--- src/rtl/pipe_stage_reg.sv ---
// Generic pipeline-stage register: instruction + PC with valid/ready handshake,
// optional 2-entry skid buffer, stall, flush, NOP bubbles and a bubble counter.
module pipe_stage_reg #(
  parameter int                 INSTR_W   = 32,
  parameter int                 PC_W      = 32,
  parameter logic [INSTR_W-1:0] NOP_VALUE = '0,
  parameter bit                 SKID_EN   = 1'b1,
  parameter int                 CNT_W     = 16
) (
  input  logic               clk_i,
  input  logic               rst_n_i,
  input  logic               start_i,
  input  logic               flush_i,
  input  logic               stall_i,
  input  logic               in_valid_i,
  output logic               in_ready_o,
  input  logic [INSTR_W-1:0] instr_i,
  input  logic [PC_W-1:0]    pc_i,
  output logic               out_valid_o,
  input  logic               out_ready_i,
  output logic [INSTR_W-1:0] instr_o,
  output logic [PC_W-1:0]    pc_o,
  output logic [1:0]         occupancy_o,
  output logic [CNT_W-1:0]   bubble_cnt_o
);

  typedef enum logic [1:0] {
    EMPTY = 2'd0,
    ONE   = 2'd1,
    FULL  = 2'd2
  } state_e;

  state_e             state_q, state_d;
  logic               out_valid_q, skid_valid_q, skid_valid_d;
  logic [INSTR_W-1:0] main_instr_q, main_instr_d, skid_instr_q, skid_instr_d;
  logic [PC_W-1:0]    main_pc_q, main_pc_d, skid_pc_q, skid_pc_d;
  logic [CNT_W-1:0]   bubble_cnt_q, bubble_cnt_d;
  logic               fire_in, fire_out;

  // With the skid buffer, readiness depends only on flops, which breaks the
  // combinational ready chain between neighbouring stages.
  assign in_ready_o = SKID_EN ? ~skid_valid_q
                              : (~out_valid_q | (out_ready_i & ~stall_i));
  assign fire_out   = out_valid_q & out_ready_i & ~stall_i;
  assign fire_in    = in_valid_i & in_ready_o;

  always_comb begin
    state_d      = state_q;
    main_instr_d = main_instr_q;
    main_pc_d    = main_pc_q;
    skid_valid_d = skid_valid_q;
    skid_instr_d = skid_instr_q;
    skid_pc_d    = skid_pc_q;
    bubble_cnt_d = bubble_cnt_q;

    if (start_i && !out_valid_q && (bubble_cnt_q != '1))
      bubble_cnt_d = bubble_cnt_q + CNT_W'(1);

    if (!start_i) begin
      state_d      = EMPTY;
      skid_valid_d = 1'b0;
      main_instr_d = NOP_VALUE;
      main_pc_d    = '0;
    end else if (flush_i) begin
      // PC keeps tracking the upstream stage while the bubble passes through.
      state_d      = EMPTY;
      skid_valid_d = 1'b0;
      main_instr_d = NOP_VALUE;
      main_pc_d    = pc_i;
    end else begin
      unique case (state_q)
        EMPTY: begin
          if (fire_in) begin
            state_d      = ONE;
            main_instr_d = instr_i;
            main_pc_d    = pc_i;
          end
        end
        ONE: begin
          if (fire_in && fire_out) begin
            main_instr_d = instr_i;
            main_pc_d    = pc_i;
          end else if (fire_in && SKID_EN) begin
            state_d      = FULL;
            skid_valid_d = 1'b1;
            skid_instr_d = instr_i;
            skid_pc_d    = pc_i;
          end else if (fire_out) begin
            state_d      = EMPTY;
            main_instr_d = NOP_VALUE;
          end
        end
        FULL: begin
          if (fire_out) begin
            state_d      = ONE;
            skid_valid_d = 1'b0;
            main_instr_d = skid_instr_q;
            main_pc_d    = skid_pc_q;
          end
        end
        default: begin
          state_d      = EMPTY;
          skid_valid_d = 1'b0;
          main_instr_d = NOP_VALUE;
        end
      endcase
    end
  end

  always_ff @(posedge clk_i or negedge rst_n_i) begin
    if (!rst_n_i) begin
      state_q      <= EMPTY;
      out_valid_q  <= 1'b0;
      main_instr_q <= NOP_VALUE;
      main_pc_q    <= '0;
      skid_valid_q <= 1'b0;
      skid_instr_q <= '0;
      skid_pc_q    <= '0;
      bubble_cnt_q <= '0;
    end else begin
      state_q      <= state_d;
      out_valid_q  <= (state_d != EMPTY);
      main_instr_q <= main_instr_d;
      main_pc_q    <= main_pc_d;
      skid_valid_q <= skid_valid_d;
      skid_instr_q <= skid_instr_d;
      skid_pc_q    <= skid_pc_d;
      bubble_cnt_q <= bubble_cnt_d;
    end
  end

  assign out_valid_o  = out_valid_q;
  assign instr_o      = main_instr_q;
  assign pc_o         = main_pc_q;
  assign occupancy_o  = state_q;
  assign bubble_cnt_o = bubble_cnt_q;

endmodule

--- config.mk ---
export PLATFORM = sky130hd
export DESIGN_NAME = pipe_stage_reg
export DESIGN_NICKNAME = d
export VERILOG_FILES = /design/src/rtl/pipe_stage_reg.sv
export SDC_FILE = /design/constraint.sdc
export NUM_CORES = 1
export LEC_CHECK = 0
export ABC_AREA = 1
export BUFFER_PORTS_ARGS = -buffer_cell sky130_fd_sc_hd__buf_2
export CORE_ASPECT_RATIO = 0.8
export CORE_MARGIN = 3
export CORE_UTILIZATION = 40
export DETAILED_ROUTE_END_ITERATION = 8
export GPL_ROUTABILITY_DRIVEN = 0
export PLACE_DENSITY_LB_ADDON = 0.2
export SETUP_SLACK_MARGIN = 0.1
export SLEW_MARGIN = 20
export SYNTH_ARGS = -nofsm -noshare
export SYNTH_HDL_FRONTEND = slang
export SYNTH_SLANG_ARGS = --single-unit
--- constraint.sdc ---
create_clock -name clk_i -period 2.9 [get_ports clk_i]
set_input_delay 0.87 -clock clk_i [delete_from_list [all_inputs] [get_ports clk_i]]
set_output_delay 0.87 -clock clk_i [all_outputs]
set_load 0.03 [all_outputs]
==> impl_summary.log <==
[metrics] RSZ-0062 raised after global routing: false
[metrics] maximum clock frequency: 470 MHz
[metrics] antenna violations before repair: 4
[metrics] maximum number of pins on one net before global-route repair: 74
[metrics] Netlist Area Pre-Place: ~7300 um^2
[metrics] LEAKAGE: 0.00490 uW
[metrics] number of hold violations in the final report: 0
[metrics] total nets after synthesis: just over 1,000
[metrics] endpoint kind of the worst setup timing path: register
[metrics] Routed WL: 19,200 um
[metrics] layout overhead on the synthesized area: 20.7%
[metrics] DR DRC count: 0
[metrics] Die Area: 19,900 um^2
[metrics] overall die height: 127 um
[metrics] source-to-sink clock delay at the later pin of the worst-skew pair: roughly 0.42 ns
[metrics] number of global-route vias before repair: ~6,300
[metrics] outcome: complete, no violations
[metrics] total number of nets in the final design: about 1,200
[metrics] slew at the pin closest to its max-slew limit: around 0.6 ns
[metrics] sequential fraction of the synthesis area: 0.509
[metrics] CP dominant cell by count: sky130_fd_sc_hd__inv_1
[metrics] Slew Viols, Final: 0
[metrics] DRT Pass-1 Iters: 5
[metrics] post-CTS sizing: 0
[metrics] number of violations of the max-capacitance limit: 0
[metrics] setup skew after layout: approximately 0.010 ns
[metrics] average cell area after synthesis: slightly below 8 um^2
[metrics] setup-violating endpoint count in the final report: 0
[metrics] register clock-pin slew on the reported worst setup and hold paths: 0.06 ns
[metrics] worst r2r path cells: 8
[metrics] pwr dens: between 600 and 700 nW/um^2
[metrics] worst stage delay on the critical path: ~0.44 ns
[metrics] first-pass GRT wire length: about 32,000 um
[metrics] Netlist cell types: 31
[metrics] maximum fanout count along the critical path: 73
[metrics] count of mapped cells out of synthesis: between 900 and 1,000
[metrics] endpoint required time on the critical path: ~3.2 ns
[metrics] number of clock buffers inserted by TritonCTS: 17
[metrics] count of boundary I/O pins: between 150 and 200
[metrics] type of the most critical hold path: in2async
[metrics] Synth Register Bits: roughly 150
[metrics] Fin Setup TNS: 0 ns
[metrics] average routed wire per standard cell: approximately 15 um
[metrics] via count of the routed design: ~6,500
[metrics] critical path start-end classification: reg2reg
[metrics] GR Util All Layers: 0.199
[metrics] relative slew slack: 0.602
[metrics] Cell Rows: 43
[metrics] cells along the critical path: inv_1 -> ha_1 -> inv_1 -> nor2_8 -> nand2_2 -> buf_12 -> nand2_1 -> o21ai_1
[metrics] part of the cycle the worst path needs: 0.734
[metrics] number of sinks driven by the clock tree: 148
[metrics] count of routing violations after the opening detailed-route iteration: 415
[metrics] cell type of the slowest stage on the worst timing path: sky130_fd_sc_hd__dfrtp_1
[metrics] starting density of the core: 0.414
[metrics] Synth warnings: 0
[metrics] buffer type at the clock tree root: sky130_fd_sc_hd__clkbuf_16
[metrics] global-route congestion overflow total: 0
[metrics] most common cell after layout, fill and taps aside: sky130_fd_sc_hd__nand2_1
[metrics] kind of start point of the critical path: register
[metrics] WP data arrival: 2.41 ns
[metrics] H-tree depth: 4
[metrics] Total Power: 5910 uW
[metrics] setup slack of the most critical reg-to-reg path: between 0.7 and 0.8 ns
[metrics] most frequent cells in the layout: sky130_fd_sc_hd__nand2_1 (395), sky130_fd_sc_hd__buf_2 (153), sky130_fd_sc_hd__dfrtp_1 (148)
[metrics] number of setup buffers added after CTS: 0
[metrics] share of final-layout standard cells stronger than drive strength 1: 0.213
[metrics] placeable core region: around 18,000 um^2
[metrics] Antenna Violating Nets Remaining: 0
[metrics] CTS tree: built
[metrics] Tmin final: 2.13 ns
[metrics] number of vias per cell after detailed routing: between 4 and 5
[metrics] maximum clock insertion buffer count: 2
[metrics] Peak VDD IR: 0.366 mV
[metrics] overall die width: roughly 160 um
[metrics] hold_buf cts: 0
[metrics] port bufs: 154
[metrics] Detail Placement HPWL: between 10,000 and 15,000 um
metal layers:
layer | up-vias | GRT usage | wire length [um]
li1 | 3261 | - | -
met1 | 3041 | 0.287 | 9470
met2 | 187 | 0.298 | 8320
met3 | 22 | 0.0515 | 1210
met4 | 6 | 0.0556 | 201
met5 | - | 0 | 28
power breakdown:
| part | leakage [uW] | internal (uW) | switching [uW] |
|---|---|---|---|
| combinational | 0.00266 | 368 | 767 |
| sequential | 0.00196 | 2380 | 240 |
| clock | 0.000285 | 1320 | 834 |
| total | 0.00490 | 4070 | 1840 |
synthesized netlist by cell type:
cell                         n  area (um^2)
sky130_fd_sc_hd__nand2_1   395         1480
sky130_fd_sc_hd__dfrtp_1   148         3700
sky130_fd_sc_hd__nand3_1    87          435
sky130_fd_sc_hd__o21ai_0    62          310
sky130_fd_sc_hd__inv_1      51          191
sky130_fd_sc_hd__o21ai_1    34          170
sky130_fd_sc_hd__nor2_1     33          124
sky130_fd_sc_hd__a21oi_1    26          130
sky130_fd_sc_hd__buf_2      25          125
sky130_fd_sc_hd__clkbuf_1   14         52.6
sky130_fd_sc_hd__o21ai_2     8         70.1
sky130_fd_sc_hd__xor2_1      7         61.3
sky130_fd_sc_hd__buf_6       6         67.6
sky130_fd_sc_hd__nand2_2     6         37.5
sky130_fd_sc_hd__buf_4       5         37.5
sky130_fd_sc_hd__ha_1        5         62.6
sky130_fd_sc_hd__nand4_1     4         25.0
sky130_fd_sc_hd__clkbuf_2    3         15.0
sky130_fd_sc_hd__nand2_4     3         33.8
sky130_fd_sc_hd__nand3_2     3         30.0
sky130_fd_sc_hd__nor2_2      2         12.5
sky130_fd_sc_hd__nor2_4      2         22.5
sky130_fd_sc_hd__a21oi_4     1         16.3
sky130_fd_sc_hd__a31oi_1     1         6.26
sky130_fd_sc_hd__buf_1       1         3.75
sky130_fd_sc_hd__inv_2       1         3.75
sky130_fd_sc_hd__inv_4       1         6.26
sky130_fd_sc_hd__nor2_8      1         20.0
sky130_fd_sc_hd__nor3_1      1         5.00
sky130_fd_sc_hd__nor3_2      1         10.0
sky130_fd_sc_hd__xnor2_1     1         8.76
path summary, 6_finish.rpt:
check,startpoint,end
max in group asynchronous,rst_n_i,pc_o[29]$_DFFE_PN0P_
min in group clk_i,pc_o[13]$_DFFE_PN0P_,pc_o[13]$_DFFE_PN0P_
worst min-delay path,rst_n_i,bubble_cnt_o[9]$_DFFE_PN0P_
worst max register to register,occupancy_o[1]$_DFF_PN0_,skid_pc_q[18]$_DFFE_PN0P_
worst max-delay path,occupancy_o[1]$_DFF_PN0_,skid_pc_q[18]$_DFFE_PN0P_
worst min register to register,pc_o[13]$_DFFE_PN0P_,pc_o[13]$_DFFE_PN0P_
logic make-up after synthesis:
| logic type | after synthesis | synth area share |
|---|---|---|
| fa+ha+maj | 5 | 0.00859 |
| flops | 148 | 0.509 |
| simple gates | 538 | 0.307 |
| buf+inv | 107 | 0.0691 |
| compound gates | 132 | 0.0966 |
| xor+xnor | 8 | 0.00962 |
worst max-delay path: cells and delay by family (launching register included):
family / cells / cell delay (ns)
buffers and inverters: 3 / 0.53
adders and majority gates: 1 / 0.24
and+or+nand+nor: 3 / 0.66
AOI/OAI and AO/OA: 1 / 0.06
DFF: 1 / 0.44
layout make-up:
type	count	area (um^2)
Clock inverter	9	105
Fill cell	1743	8800
Timing Repair Buffer	172	950
Sequential cell	148	3700
Tap cell	225	282
Antenna cell	1	2.50
Clock buffer	21	470
Multi-Input combinational cell	683	3080
Inverter	53	201
per-stage QoR:
step	hold slack, ns	cells	util	instance area (um^2)	setup WS (ns)
after floorplan	0.437	938	-	7280	1.11
after global placement	0.453	1281	0.467	8210	0.521
after detailed placement	0.456	1281	0.467	8210	0.513
after CTS	0.458	1311	0.500	8790	0.825
after global routing	0.482	1312	0.500	8790	0.619
final	0.445	1312	0.500	8790	0.772
sequential cells by signal (all words and copies together), names as in the netlist:
register and count:
pc_o 32, out_valid_o 1, bubble_cnt_o 16, skid_valid_q 1, instr_o 32, skid_pc_q 32, skid_instr_q 32, occupancy_o 2
Power figures use the tool's default switching activity.
